**src/rtl/brick_hit_resolver.sv**
```systemverilog
// Finds the first bullet/brick overlap pixel of a frame and converts it to grid coordinates.
// At the next start of frame it issues one registered collision handshake to the brick matrix.
module brick_hit_resolver #(
  parameter int BLOCK_SIZE_LOG2   = 5,
  parameter int BLOCKS_PER_ROW    = 17,
  parameter int BLOCKS_PER_COLUMN = 14,
  parameter int HOLD_CYCLES       = 4
) (
  input  logic        clk,
  input  logic        resetN,
  input  logic        startOfFrame,
  input  logic [10:0] pixelX,
  input  logic [10:0] pixelY,
  input  logic [10:0] topLeftX,
  input  logic [10:0] topLeftY,
  input  logic        bulletDrawingRequest,
  input  logic        bricksDrawingRequest,
  output logic        collision,
  output logic [4:0]  brickCollision1X,
  output logic [3:0]  brickCollision1Y,
  output logic        bulletHit,
  output logic        busy,
  output logic [7:0]  hitCount
);

  typedef enum logic [1:0] {IDLE, CAPTURED, ISSUE, RELEASE} state_t;

  localparam logic [3:0]  HOLD_LOAD = 4'(HOLD_CYCLES - 1);
  localparam logic [10:0] ROW_LIM   = 11'(BLOCKS_PER_ROW);
  localparam logic [10:0] COL_LIM   = 11'(BLOCKS_PER_COLUMN);

  function automatic logic [7:0] sat_inc(input logic [7:0] v);
    return (v == 8'hFF) ? v : v + 8'd1;
  endfunction

  state_t      state, state_nxt;
  logic [3:0]  hold_cnt, hold_cnt_nxt;
  logic [4:0]  x_nxt;
  logic [3:0]  y_nxt;
  logic        hit_nxt;
  logic [7:0]  count_nxt;

  logic [10:0] px_p1, py_p1;
  logic [10:0] rel_x, rel_y, gx, gy;
  logic        in_grid, overlap;

  // stage p1: pixel position aligned with the registered drawing requests
  always_ff @(posedge clk) begin
    px_p1 <= pixelX;
    py_p1 <= pixelY;
  end

  always_comb begin
    rel_x   = px_p1 - topLeftX;
    rel_y   = py_p1 - topLeftY;
    gx      = rel_x >> BLOCK_SIZE_LOG2;
    gy      = rel_y >> BLOCK_SIZE_LOG2;
    // the >= tests reject pixels whose subtraction wrapped to a large value
    in_grid = (px_p1 >= topLeftX) && (py_p1 >= topLeftY) && (gx < ROW_LIM) && (gy < COL_LIM);
    overlap = bulletDrawingRequest && bricksDrawingRequest && in_grid;
  end

  always_comb begin
    state_nxt    = state;
    hold_cnt_nxt = hold_cnt;
    x_nxt        = brickCollision1X;
    y_nxt        = brickCollision1Y;
    hit_nxt      = 1'b0;
    count_nxt    = hitCount;
    case (state)
      IDLE: begin
        if (overlap) begin
          x_nxt     = gx[4:0];
          y_nxt     = gy[3:0];
          hit_nxt   = 1'b1;
          state_nxt = CAPTURED;
        end
      end
      CAPTURED: begin
        if (startOfFrame) begin
          hold_cnt_nxt = HOLD_LOAD;
          state_nxt    = ISSUE;
        end
      end
      ISSUE: begin
        if (hold_cnt == 4'd0) begin
          state_nxt = RELEASE;
          count_nxt = sat_inc(hitCount);
        end else begin
          hold_cnt_nxt = hold_cnt - 4'd1;
        end
      end
      RELEASE: state_nxt = IDLE;
      default: state_nxt = IDLE;
    endcase
  end

  // stage p2: state and every output registered from the next-state decode
  always_ff @(posedge clk or negedge resetN) begin
    if (!resetN) begin
      state            <= IDLE;
      hold_cnt         <= 4'd0;
      collision        <= 1'b0;
      brickCollision1X <= 5'd0;
      brickCollision1Y <= 4'd0;
      bulletHit        <= 1'b0;
      busy             <= 1'b0;
      hitCount         <= 8'd0;
    end else begin
      state            <= state_nxt;
      hold_cnt         <= hold_cnt_nxt;
      collision        <= (state_nxt == ISSUE);
      brickCollision1X <= x_nxt;
      brickCollision1Y <= y_nxt;
      bulletHit        <= hit_nxt;
      busy             <= (state_nxt != IDLE);
      hitCount         <= count_nxt;
    end
  end

endmodule

```
**config.mk**
```make
export PLATFORM = sky130hd
export DESIGN_NAME = brick_hit_resolver
export DESIGN_NICKNAME = d
export VERILOG_FILES = /design/src/rtl/brick_hit_resolver.sv
export SDC_FILE = /design/constraint.sdc
export NUM_CORES = 1
export LEC_CHECK = 0
export BUFFER_PORTS_ARGS = -buffer_cell sky130_fd_sc_hd__buf_2
export CORE_MARGIN = 1.5
export CORE_UTILIZATION = 56
export CTS_CLUSTER_SIZE = 24
export DETAILED_ROUTE_END_ITERATION = 12
export GPL_ROUTABILITY_DRIVEN = 0
export PLACE_DENSITY = 0.85
export SETUP_SLACK_MARGIN = 0.1
export SYNTH_ARGS = -nofsm -noshare
export SYNTH_HDL_FRONTEND = slang
export SYNTH_SLANG_ARGS = --single-unit
```
**constraint.sdc**
```tcl
create_clock -name clk -period 5.1 [get_ports clk]
set_input_delay 1.53 -clock clk [delete_from_list [all_inputs] [get_ports clk]]
set_output_delay 1.53 -clock clk [all_outputs]
set_load 0.01 [all_outputs]
```
==> results.yml, run 1 <==
die:
  die_w_um: 69.55
  ioPinCount: 69
  dieHeight_um: 69.55
  rows: 24
  initial_core_util: 0.5775
  dieArea_mm2: 0.004837
  coreArea_mm2: 0.004294
critical_path:
  critPathKind: "primary input to flop"
  reg2reg_from: "px_p1[3]"
  cp.arrival_ps: 4280
  slowest_stage: "or3_1"
  worstPathRequired_ps: 5300
  worstPathCellList: "buf_2, inv_1, ha_1, a21o_1, nor3_2, a21oi_2, mux2_1, or3_1, a2111oi_2, buf_4, mux2_2"
  startpoint: "topLeftX[3]"
  reg2regPathDepth: 9
  slowest_delay_ps: 390
  crit_path_end_kind: "flop"
  worstPathMaxFanout: 11
  critical_path.startpoint_type: "primary input"
sta:
  max_freq_mhz: 244.9
  worst_slew_margin_rel: 0.6116
  min_period_ps: 4083
  final_max_slew_viol_count: 0
  worst_slew_pin_slew_ps: 575.1
  fin_worst_skew_ps: 6.482
  report.final.setup_viol: 0
  final_hold_viol_count: 0
  rsz0062_at_grt: "false"
  timing.final.ws_setup_ps: 1017
  layout_worst_path_cycle_share: 0.8007
  tns_ps: 0
routing:
  wl_mm: 4.865
  vias_per_cell: 5.341
  post-route-drc-count: 0
  drt-pass1-iter-count: 5
  wl_per_cell_um: 12.97
  vias: 2003
  drt-initial-drc-count: 110
  ant_nets: 0
synth:
  yosys.area_share.xor_xnor: 0.06357
  synth.avg_cell_area_um2: 9.959
  syn-cell-area_mm2: 0.002480
  synthMostInstantiatedCell: "inv_1"
  synthDistinctLibCells: 45
  synth-simple-area-share: 0.1322
  synth_top_area_share: 0.2624
  yosys_register_bits: 48
  synthFlopType: "dfrtp_1"
  muxShareOfSynthArea: 0.04894
  synth_cells: 249
  synth_top_family_by_area: "compound AO/OA/AOI/OAI gates"
  yosysTopAreaCell: "dfrtp_1"
  synth_common_cells: "inv_1, dfrtp_1, ha_1"
  netlist_top_cells_area: "dfrtp_1, dfxtp_1, ha_1"
  synth.yosys.seq_area_share: 0.4400
  synth_async_sr_flop_share: 0.5417
  synth_compound_area_frac: 0.1387
  synth_adder_area_share: 0.1261
  synth_nets: 323
  yosysWarnings: 0
  synth_edf_count: 0
run_status:
  outcome: "finished, final reports clean"
placed_design:
  post-place-ws_ps: 772.5
  portBuffers: 68
  dp_hpwl_mm: 3.693
  dpl.cell_count: 367
power_and_ir_drop:
  internal-power_uw: 687.5
  p_leak_uw: 0.001609
  p_sw_frac: 0.2861
  vdd_ir_drop_max_uv: 192.8
  clkPwrFrac: 0.298
  switchingPower_uw: 275.5
  p_comb_frac: 0.234
  cellPowerDensity_mw_per_mm2: 321.2
  pwr-share-seq: 0.468
global_routing:
  antenna_found_initial: 0
  grt_max_degree: 27
  grt_pass1_vias: 1967
  grt_util_all_layers: 0.2195
  grt_pass1_wl_mm: 8.473
  overflow: 0
final_layout:
  syn_to_final_growth_pct: 20.89
  fin_nets: 396
  multiInputGateArea_mm2: 0.001264
  drive_above_1_share: 0.2693
  layoutNonFillerInstCount: 375
  diodes: 0
  area.sequential_mm2: 0.001091
  nFillCells: 328
cts:
  clk_pin_slew_ps: 90
  cts_hold_buf: 0
  numClockSinks: 48
  cts_buffers: 5
  cts_resized: 0
  cts_max_level: 2
  cts_tree: "yes"
  clk_latency_ps: 300
  cts_setup_buffers: 0
  clock_path_buffers: 2
  cts_root_buf: "clkbuf_8"
worst_hold_path:
  worstHoldPathCells: 1
  min_from: "brickCollision1Y[2]"
  hp-class: "flop to flop"
run:
  max_cap_violations: 0
## final cells by class
type | instances | area share
repair buffers | 69 | 0.1160
multi-input cells | 169 | 0.4215
well taps | 52 | 0.02170
flip-flops and latches | 48 | 0.3639
clock inverters | 2 | 0.01294
clock buffers | 6 | 0.02755
inverters | 29 | 0.03631
## layer usage
metal	wire length [um]	up-vias	track usage	share of wire
li1	-	1006	-	-
met1	2115	913	0.2697	0.43
met2	2330	63	0.3536	0.48
met3	238	21	0.04651	0.049
met4	180	0	0.1329	0.037
met5	0	-	0	0
## cell families after synthesis
logic type / count (synthesis)
AOI/OAI and AO/OA: 51
and+or+nand+nor: 64
DFF: 48
adders and majority gates: 25
xor gates and xnor gates: 18
buffers and inverters: 32
muxes: 11
## flip-flops by register name, indices dropped and copies added, names as in the netlist, 2 cells and up
signal,cells
state,2
px_p1,11
hitCount,8
brickCollision1X,5
hold_cnt,4
brickCollision1Y,4
py_p1,11
## worst max-delay path: cells and delay by family
kind	cells	cell delay, ps
simple gates	2	450
buf+inv	3	390
fa+ha+maj	1	360
mux	2	700
compound gates	3	830
## metrics by stage
stage / area [um2] / hold slack [ps] / utilization / total power, uW
after detailed placement: 2877 / 477.1 / 0.6699 / 681.1
after global placement: 2877 / 464.9 / 0.6699 / 670.1
after floorplan: 2480 / 462.5 / - / 605.4
final: 2998 / 492.6 / 0.6981 / 963.1
after global routing: 2998 / 524.3 / 0.6981 / 1023
after CTS: 2998 / 498.4 / 0.6981 / 972.4
## final timing paths
path | end | slack (ps)
setup / recovery | brickCollision1Y[0] | 1020
hold / removal | brickCollision1Y[2] | 490
setup reg to reg | brickCollision1Y[0] | 2100
hold reg to reg | brickCollision1Y[2] | 490
max in group asynchronous | brickCollision1Y[0] | 3520
min in group asynchronous | hold_cnt[1] | 1210
## power by group through the flow
stage               Sequential [uW]  Combinational, uW  Clock (uW)
finish                          451                225         287
global route                    458                256         308
CTS                             451                225         296
detailed placement              459                222           0
global placement                456                214           0
floorplan                       463                143           0
## placed cells by master (no fill, tap or decap), types with 7 or more instances in the layout
cell and instances:
xnor2_1 10, buf_2 68, nand2_1 14, inv_1 29, mux2_1 7, xor2_1 8
dfrtp_1 26, ha_1 25, o21ai_0 9, nor2_1 17, a21oi_1 12, dfxtp_1 22
(Power assumes the default switching activity.)
==> inputs of run 2 (changes only) <==
--- a/config.mk
+++ b/config.mk
@@ -5,13 +5,14 @@
 export SDC_FILE = /design/constraint.sdc
 export NUM_CORES = 1
 export LEC_CHECK = 0
+export ABC_AREA = 1
 export BUFFER_PORTS_ARGS = -buffer_cell sky130_fd_sc_hd__buf_2
 export CORE_MARGIN = 1.5
-export CORE_UTILIZATION = 56
+export CORE_UTILIZATION = 53
 export CTS_CLUSTER_SIZE = 24
 export DETAILED_ROUTE_END_ITERATION = 12
 export GPL_ROUTABILITY_DRIVEN = 0
-export PLACE_DENSITY = 0.85
+export PLACE_DENSITY = 0.8
 export SETUP_SLACK_MARGIN = 0.1
 export SYNTH_ARGS = -nofsm -noshare
 export SYNTH_HDL_FRONTEND = slang
==> constraint.sdc (replaced) <==
create_clock -name clk -period 3.79 [get_ports clk]
set_input_delay 1.137 -clock clk [delete_from_list [all_inputs] [get_ports clk]]
set_output_delay 1.137 -clock clk [all_outputs]
set_load 0.01 [all_outputs]
==> run 2 against run 1 <==
  * Synthesized area rose by 10%
  * Worst hold slack improved by 7.5 ps
  * Utilization decreased by 2.6 points
  * Non-clock buffer count decreased by 1
  * Largest power group unchanged
==> results.yml, run 2 <==
sta:
  rsz0062_at_grt: "false"
  min_period_ps: 2712
  worst_slew_pin_slew_ps: 547.8
  tns_ps: 0
  fin_worst_skew_ps: 2.738
  layout_worst_path_cycle_share: 0.7155
  timing.final.ws_setup_ps: 1078
  final_hold_viol_count: 0
  worst_slew_margin_rel: 0.6348
  final_max_slew_viol_count: 0
  max_freq_mhz: 368.8
  report.final.setup_viol: 0
synth:
  synth.yosys.seq_area_share: 0.3993
  synthFlopType: "dfrtp_1"
  synth_edf_count: 0
  synthMostInstantiatedCell: "nand2_1"
  synth_async_sr_flop_share: 0.5417
  synth_cells: 353
  synth_top_area_share: 0.2381
  yosys_register_bits: 48
  yosysTopAreaCell: "dfrtp_1"
  synth_nets: 427
  syn-cell-area_mm2: 0.002733
  yosysWarnings: 0
  synthDistinctLibCells: 29
  netlist_top_cells_area: "dfrtp_1, dfxtp_1, nand2_1"
  synth_common_cells: "nand2_1, inv_1, dfrtp_1"
  synth.avg_cell_area_um2: 7.741
power_and_ir_drop:
  p_sw_frac: 0.3298
  clkPwrFrac: 0.272
  switchingPower_uw: 461.8
  p_leak_uw: 0.001927
  pwr-share-seq: 0.444
  cellPowerDensity_mw_per_mm2: 429.8
  internal-power_uw: 938.5
  power_uw: 1400
  p_comb_frac: 0.284
  vdd_ir_drop_max_uv: 238.6
critical_path:
  reg2reg_slack_ps: 1710
  cp.arrival_ps: 2960
  worstPathCellList: "buf_2, inv_1, ha_1, a21oi_2, nand2_1, nand2_1, nand3_1, a21boi_1, nand4_1, nor2_4, nand2_4, inv_2, nand2_1, nand2_1"
  crit_top_cell: "nand2_1"
  worstPathMaxFanout: 15
  worstPathRequired_ps: 4040
  critPathKind: "primary input to flop"
  reg2regPathDepth: 12
  crit_path_end_kind: "flop"
  critical_path.startpoint_type: "primary input"
  reg2reg_from: "px_p1[5]"
  slowest_delay_ps: 360
  rr_endpoint: "brickCollision1X[0]"
  slowest_stage: "ha_1"
cts:
  clk_latency_ps: 310
  cts_hold_buf: 0
  clk_pin_slew_ps: 90
  cts_tree: "yes"
  clock_path_buffers: 2
  numClockSinks: 48
  cts_root_buf: "clkbuf_8"
  cts_max_level: 2
  cts_resized: 0
  cts_setup_buffers: 0
  cts_buffers: 5
die:
  die_w_um: 74.81
  dieArea_mm2: 0.005596
  initial_core_util: 0.5636
  dieHeight_um: 74.81
  ioPinCount: 69
  rows: 25
  coreArea_mm2: 0.004848
routing:
  drt-initial-drc-count: 84
  wl_mm: 5.134
  wl_per_cell_um: 10.37
  vias_per_cell: 4.756
  drt-pass1-iter-count: 5
  vias: 2354
  ant_nets: 0
  post-route-drc-count: 0
final_layout:
  final_common_cell: "nand2_1"
  top_regs: "px_p1 (11), py_p1 (11), hitCount (8)"
  diodes: 0
  syn_to_final_growth_pct: 19.23
  fin_nets: 501
  drive_above_1_share: 0.2407
  final_area_mm2: 0.003258
  layout_common_cells: "nand2_1, buf_2, inv_1, dfrtp_1, ha_1"
placed_design:
  portBuffers: 68
  dpl-instance-area_mm2: 0.003142
  post-place-ws_ps: 791.5
  dp_hpwl_mm: 4.118
global_routing:
  grt_pass1_wl_mm: 8.763
  grt_util_all_layers: 0.2044
  overflow: 0
  antenna_found_initial: 0
  grt_max_degree: 27
  grt_pass1_vias: 2138
worst_hold_path:
  worstHoldPathCells: 1
  min_to: "hitCount[7]"
  hp-class: "flop to flop"
  min_from: "hitCount[7]"
run:
  max_cap_violations: 0
run_status:
  outcome: "finished, final reports clean"
[run 2: cell types whose count changed in the layout (fill, tap and decap cells not counted), sizes merged, moves of 8 or more]
cell and change:
nand3 +21, inv +40, nand4 +9, mux2 -8, nor2 +9, nand2 +89
[run 2: cells by family (layout without fill, tap and decap cells)]
logic type,after synthesis,after routing,share of synthesized area
AO/OA/AOI/OAI,32,32,0.07464
XOR/XNOR,10,10,0.03205
adder cells (fa/ha/maj),25,25,0.1145
buffers and inverters,70,145,0.1003
flip-flops,48,48,0.3993
multiplexers,1,1,0.004121
AND/OR/NAND/NOR,167,167,0.2752
[run 2: critical path: cells and delay by family]
kind | cells | cell delay, ps
compound gates | 2 | 350
simple gates | 8 | 870
buf+inv | 3 | 240
fa+ha+maj | 1 | 360
[run 2: how the worst max path moves through the flow]
stage | from | to | cells past startpoint
floorplan | topLeftX[4] | brickCollision1X[1] | 13
global placement | topLeftX[5] | brickCollision1X[1] | 15
detailed placement | topLeftX[5] | brickCollision1Y[2] | 15
CTS | topLeftX[5] | brickCollision1Y[2] | 14
global route | topLeftX[5] | brickCollision1Y[2] | 14
finish | topLeftX[5] | brickCollision1X[0] | 14
[run 2: final cells by class]
| class | count | area (um2) |
|---|---|---|
| Inverter | 69 | 259.0 |
| Clock inverter | 3 | 47.55 |
| Multi-Input combinational cell | 235 | 1368 |
| Sequential cell | 48 | 1091 |
| Fill cell | 412 | 1590 |
| Clock buffer | 5 | 68.82 |
| Tap cell | 67 | 83.83 |
| Timing Repair Buffer | 68 | 340.3 |
[run 2: power by group through the flow]
stage / logic [uW] / clock network, uW / registers [uW]
global placement: 384 / 0 / 630
finish: 398 / 381 / 622
floorplan: 260 / 0 / 645
detailed placement: 398 / 0 / 634
CTS: 401 / 389 / 623
global route: 455 / 411 / 631
[run 2: stage by stage]
| step | hold slack, ps | util | instances |
|---|---|---|---|
| after floorplan | 501.2 | - | 353 |
| after global placement | 478.8 | 0.6480 | 487 |
| after detailed placement | 486.9 | 0.6480 | 487 |
| after CTS | 501.4 | 0.6720 | 495 |
| after global routing | 520.4 | 0.6720 | 495 |
| final | 500.1 | 0.6720 | 495 |
[run 2: metal layers]
| metal | vias up | GRT usage | part of all wire |
|---|---|---|---|
| met3 | 10 | 0.04819 | 0.058 |
| met2 | 67 | 0.3571 | 0.48 |
| met5 | - | 0 | 0 |
| li1 | 1259 | - | - |
| met1 | 1018 | 0.2473 | 0.44 |
| met4 | 0 | 0.07071 | 0.016 |
